--- config.mk ---
export PLATFORM = sky130hd
export DESIGN_NAME = mmio_uart_tx
export DESIGN_NICKNAME = d
export VERILOG_FILES = /design/src/rtl/mmio_uart_tx.sv
export SDC_FILE = /design/constraint.sdc
export NUM_CORES = 1
export LEC_CHECK = 0
export CAP_MARGIN = 20
export CORE_MARGIN = 1
export CORE_UTILIZATION = 40
export DETAILED_ROUTE_END_ITERATION = 10
export GPL_TIMING_DRIVEN = 0
export HOLD_SLACK_MARGIN = 0.03
export PLACE_DENSITY = 0.66
export SLEW_MARGIN = 20
export SYNTH_ARGS = -nofsm -noshare
export SYNTH_HDL_FRONTEND = slang
export SYNTH_SLANG_ARGS = --single-unit
--- constraint.sdc ---
create_clock -name clk -period 3.37 [get_ports clk]
set_clock_uncertainty 0.15 [all_clocks]
set_input_delay 0.674 -clock clk [delete_from_list [all_inputs] [get_ports clk]]
set_output_delay 0.674 -clock clk [all_outputs]
set_load 0.05 [all_outputs]
--- src/rtl/mmio_uart_tx.sv ---
// Memory-mapped UART transmitter with a small byte FIFO (8N1 frames).
// Define UART_TX_PARITY_EN to add an even-parity bit before the stop bit.
module mmio_uart_tx #(
  parameter int CLKS_PER_BIT = 868,
  parameter int FIFO_DEPTH   = 8
) (
  input  logic        clk,
  input  logic        rst,
  input  logic        sel,
  input  logic [3:0]  addr,
  input  logic [31:0] wdata,
  input  logic [3:0]  wenable,
  output logic [31:0] rdata,
  output logic        tx
);

  localparam int          AW       = $clog2(FIFO_DEPTH);
  localparam logic [15:0] BIT_LAST = 16'(CLKS_PER_BIT - 1);
  localparam logic [AW:0] DEPTH    = (AW + 1)'(FIFO_DEPTH);

  typedef enum logic [2:0] {
    IDLE,
    START,
    DATA,
`ifdef UART_TX_PARITY_EN
    PARITY,
`endif
    STOP
  } state_t;

  state_t        state;
  state_t        state_next;
  logic [15:0]   bit_cnt;
  logic [15:0]   bit_cnt_next;
  logic [2:0]    bit_idx;
  logic [2:0]    bit_idx_next;
  logic [7:0]    shreg;
  logic          tx_next;

  logic [7:0]    mem [FIFO_DEPTH];
  logic [AW-1:0] wptr;
  logic [AW-1:0] rptr;
  logic [AW:0]   count;
  logic          overflow;

  logic write;
  logic push;
  logic clr_ovf;
  logic full;
  logic empty;
  logic busy;
  logic bit_end;
  logic pop;
  logic push_ok;
  logic ovf_set;
  logic unused_bits;

  assign unused_bits = ^{wdata[31:8], wenable[3:1], addr[1:0]};

  assign write   = sel & wenable[0];
  assign push    = write & (addr[3:2] == 2'd0);
  assign clr_ovf = write & (addr[3:2] == 2'd1) & wdata[3];
  assign full    = (count == DEPTH);
  assign empty   = (count == '0);
  assign busy    = !empty || (state != IDLE);
  assign bit_end = (bit_cnt == BIT_LAST);
  // A pop frees a slot on the same edge, so a push into a full FIFO then survives.
  assign pop     = !empty && ((state == IDLE) || ((state == STOP) && bit_end));
  assign push_ok = push && (!full || pop);
  assign ovf_set = push && full && !pop;

  always_ff @(posedge clk or posedge rst) begin
    if (rst) begin
      wptr     <= '0;
      rptr     <= '0;
      count    <= '0;
      overflow <= 1'b0;
    end else begin
      if (push_ok) wptr <= wptr + AW'(1);
      if (pop)     rptr <= rptr + AW'(1);
      case ({push_ok, pop})
        2'b10:   count <= count + (AW + 1)'(1);
        2'b01:   count <= count - (AW + 1)'(1);
        default: count <= count;
      endcase
      overflow <= ovf_set | (overflow & ~clr_ovf);
    end
  end

  always_ff @(posedge clk) begin
    if (push_ok) mem[wptr] <= wdata[7:0];
  end

  always_ff @(posedge clk or posedge rst) begin
    if (rst) begin
      state   <= IDLE;
      bit_cnt <= '0;
      bit_idx <= '0;
      shreg   <= '0;
      tx      <= 1'b1;
    end else begin
      state   <= state_next;
      bit_cnt <= bit_cnt_next;
      bit_idx <= bit_idx_next;
      if (pop) shreg <= mem[rptr];
      tx      <= tx_next;
    end
  end

  always_comb begin
    state_next   = state;
    bit_idx_next = bit_idx;
    bit_cnt_next = ((state == IDLE) || bit_end) ? '0 : bit_cnt + 16'd1;
    case (state)
      IDLE:  if (!empty) state_next = START;
      START: if (bit_end) state_next = DATA;
      DATA: begin
        if (bit_end) begin
          bit_idx_next = bit_idx + 3'd1;
`ifdef UART_TX_PARITY_EN
          if (bit_idx == 3'd7) state_next = PARITY;
`else
          if (bit_idx == 3'd7) state_next = STOP;
`endif
        end
      end
`ifdef UART_TX_PARITY_EN
      PARITY: if (bit_end) state_next = STOP;
`endif
      STOP:    if (bit_end) state_next = empty ? IDLE : START;
      default: state_next = IDLE;
    endcase
  end

  // tx is registered from the next state so the start bit appears on the pop edge.
  always_comb begin
    tx_next = 1'b1;
    case (state_next)
      START:   tx_next = 1'b0;
      DATA:    tx_next = shreg[bit_idx_next];
`ifdef UART_TX_PARITY_EN
      PARITY:  tx_next = ^shreg;
`endif
      default: tx_next = 1'b1;
    endcase
  end

  always_comb begin
    rdata = '0;
    if (sel) begin
      case (addr[3:2])
        2'd1:    rdata = {28'b0, overflow, empty, full, busy};
        2'd2:    rdata = 32'(CLKS_PER_BIT);
        default: rdata = '0;
      endcase
    end
  end

endmodule

==> flow_metrics.py, run 1 <==
metrics = {
    "route": {
        "postRouteAntennaNets": 0,
        "drc": 4,
        "wl_per_cell_um": 15.5,
        "drt-total-wl_mm": 8.55,
        "viasPerCell": 5.00,
        "vias": 2764,
        "dr.pass1.iters": 7,
        "drt_iter0_drc": 141,
    },
    "clock_network": {
        "h-tree-depth": 3,
        "cts_hold_buf": 0,
        "cts_buffers": 9,
        "worstSkewPairLatency_ns": 0.35,
        "cts_tree": "yes",
        "clockBufferDepth": 2,
        "cts.sinks": 106,
        "cts.clk_slew.worst_paths_ns": 0.06,
        "root_buffer": "clkbuf_16",
    },
    "synth": {
        "synth.most_common_cell": "edfxtp_1",
        "netlist_area_mm2": 0.00484,
        "synth_edf_count": 64,
        "ys_types": 45,
        "ys_warn_count": 0,
        "synth_top_cell_area_share_pct": 39.7,
        "synth-async-reset-ratio_pct": 39.6,
        "synth_top_area_cell": "edfxtp_1",
        "synth_area_leaders": "edfxtp_1 (40%), dfrtp_1 (21%), mux4_2 (9.3%), buf_4 (4.2%), mux2i_1 (2.7%)",
        "avgSynthCellArea_um2": 14.2,
        "seq_area_frac_synth_pct": 61.4,
        "syn_inst": 340,
        "ys_top_cells_by_count": "edfxtp_1 (64), dfrtp_1 (41), nor2_1 (29), buf_4 (27), nand2_1 (21)",
        "ys_seq_elements": 106,
        "synth_ff_type": "edfxtp_1",
    },
    "die": {
        "die_h_um": 112,
        "chipWidth_um": 112,
        "core_region_area_mm2": 0.0116,
        "start_util_pct": 41.7,
        "dieArea_mm2": 0.0125,
        "rows": 39,
        "io_pins": 76,
    },
    "placed_design": {
        "dp_cells": 536,
        "dp_hpwl_mm": 6.10,
        "gp_congestion": 0.808,
        "numPortBuffers": 22,
    },
    "power_and_ir_drop": {
        "peakVddDrop_mv": 0.445,
        "p_total_mw": 3.72,
        "p_leak_nw": 2.31,
        "power_density_mw_per_mm2": 643,
    },
    "grt": {
        "grt_antenna_before_repair": 0,
        "grt_pass1_wl_mm": 14.0,
        "grt.total_usage_pct": 14.9,
        "overflow": 0,
        "grt_start_max_net_pins": 32,
        "grt_pass1_vias": 2669,
    },
    "critical_path": {
        "path_max_fanout": 5,
        "crit_path_max_incr_delay_ns": 0.81,
        "start_kind": "input port",
        "cpMostUsedCell": "clkdlybuf4s50_1",
        "crit_chain": "clkdlybuf4s50_1 > inv_1 > ha_1 > nand2_1 > nor2_1 > clkdlybuf4s50_1",
        "path_class": "input port to primary output",
        "slowest_stage": "clkdlybuf4s50_1",
        "worst_ep_required_time_ns": 2.55,
        "worstSetupEndpointType": "primary output",
        "cp.arrival_ns": 2.42,
    },
    "timing": {
        "fmax_mhz": 308,
        "layout_min_cycle_time_ns": 3.25,
        "hold_violations": 0,
        "hold_ws_ns": 0.344,
        "drv_slew": 0,
        "setup_tns_ns": 0,
        "period_share_pct": 96.4,
        "tightest_slew_ns": 0.799,
        "max_slew_margin_pct": 46.7,
        "setup_violations": 0,
        "grt_setup_unrepaired": "false",
    },
    "finish": {
        "n_antenna_cell": 0,
        "synthToLayoutAreaGrowth_pct": 19.5,
        "nets": 458,
        "drive_gt1_share_pct": 23.9,
        "finalNonFillerCells": 553,
    },
    "job": {
        "cap_violations": 0,
    },
    "outcome": {
        "failed_checks": "DRC",
        "status": "finished with violations",
    },
    "worst_hold_path": {
        "holdCritPathClass": "flip-flop to flip-flop",
    },
}
cell families (layout without fill, tap and decap cells):
logic type | Yosys count | after routing | share of synthesized area [%]
DFF | 106 | 106 | 61.4
and+or+nand+nor | 94 | 94 | 10.2
buffers and inverters | 45 | 91 | 5.66
other | 1 | 25 | 0.0775
xor gates and xnor gates | 22 | 22 | 3.98
adders and majority gates | 10 | 10 | 2.58
muxes | 37 | 37 | 12.9
AOI/OAI and AO/OA | 25 | 25 | 3.15
sequential cells by signal (all words and copies together), names as in the netlist:
register,flops
mem,64
tx,1
bit_idx,3
state,3
rptr,3
shreg,8
wptr,3
count,4
bit_cnt,16
overflow,1
placed cells by master (no fill, tap or decap), types with 4 or more instances in the layout:
| cell | count |
|---|---|
| ha_1 | 10 |
| dfrtp_1 | 41 |
| mux2i_1 | 13 |
| mux2_2 | 4 |
| inv_1 | 5 |
| conb_1 | 25 |
| xor2_1 | 10 |
| clkdlybuf4s50_1 | 17 |
| dlymetal6s2s_1 | 4 |
| mux4_2 | 20 |
| buf_4 | 33 |
| edfxtp_1 | 64 |
| nor3_1 | 5 |
| nand2_1 | 21 |
| nand3_1 | 8 |
| xnor2_1 | 12 |
| and3_1 | 5 |
| o21ai_0 | 9 |
| nor2_1 | 27 |
| clkbuf_16 | 9 |
| a21oi_1 | 5 |
| clkbuf_1 | 6 |
worst max-delay path, delay by kind of cell:
kind                       cells  cell delay, ns
buffers and inverters          3            1.37
and+or+nand+nor                2            0.17
adders and majority gates      1            0.22
path summary, 6_finish.rpt:
kind | start | to | slack [ns] | depth (start not counted)
setup / recovery | addr[3] | rdata[1] | 0.12 | 6
hold reg to reg | bit_cnt[0] | bit_cnt[0] | 0.34 | 1
setup reg to reg | bit_cnt[3] | mem[6][5] | 0.30 | 7
min in group asynchronous | rst | bit_cnt[13] | 0.44 | 2
hold / removal | bit_cnt[0] | bit_cnt[0] | 0.34 | 1
max in group asynchronous | rst | tx | 2.11 | 3
metrics by stage:
stage | setup slack, ns | instance area [um^2] | util (%)
4_1_cts | -0.00101 | 5710 | 49.1
6_report | 0.122 | 5790 | 49.8
3_3_place_gp | -0.996 | 5330 | 45.9
2_1_floorplan | 0.105 | 4930 | -
5_1_grt | 0.00990 | 5790 | 49.8
3_5_place_dp | -0.0432 | 5430 | 46.8
timing repair:
action | 4_1_cts | 5_1_grt
setup buffers | 0 | 1
endpoints found under the setup margin | 5 | 35
resized for setup | 1 | 12
cloned | 0 | 0
pin swaps | 0 | 1
layout make-up:
type | count | area [um^2]
clock inverter | 7 | 50.0
clock buffer | 9 | 225
buffer | 39 | 251
multi-input combinational | 213 | 1770
sequential | 106 | 2970
fill | 990 | 5830
timing repair buffer | 30 | 314
tap | 143 | 179
inverter | 6 | 22.5
power by group:
| group | internal, mW | switching, mW |
|---|---|---|
| Sequential | 1.53 | 0.154 |
| Clock | 0.505 | 0.459 |
| Combinational | 0.490 | 0.578 |
| Total | 2.53 | 1.19 |
routing by layer:
layer | GRT usage, % | part of all wire, %
met3 | 4.00 | 4.0
met2 | 24.9 | 50
met1 | 18.4 | 44
met4 | 6.31 | 1.9
met5 | 0 | 0
No activity file was read; power rests on OpenSTA's default activity.
==> inputs of run 2 (changes only) <==
CORE_MARGIN = not set   (was 1)
==> results of run 2 <==
The final DEF is identical to that of run 1; final timing and power are the same.
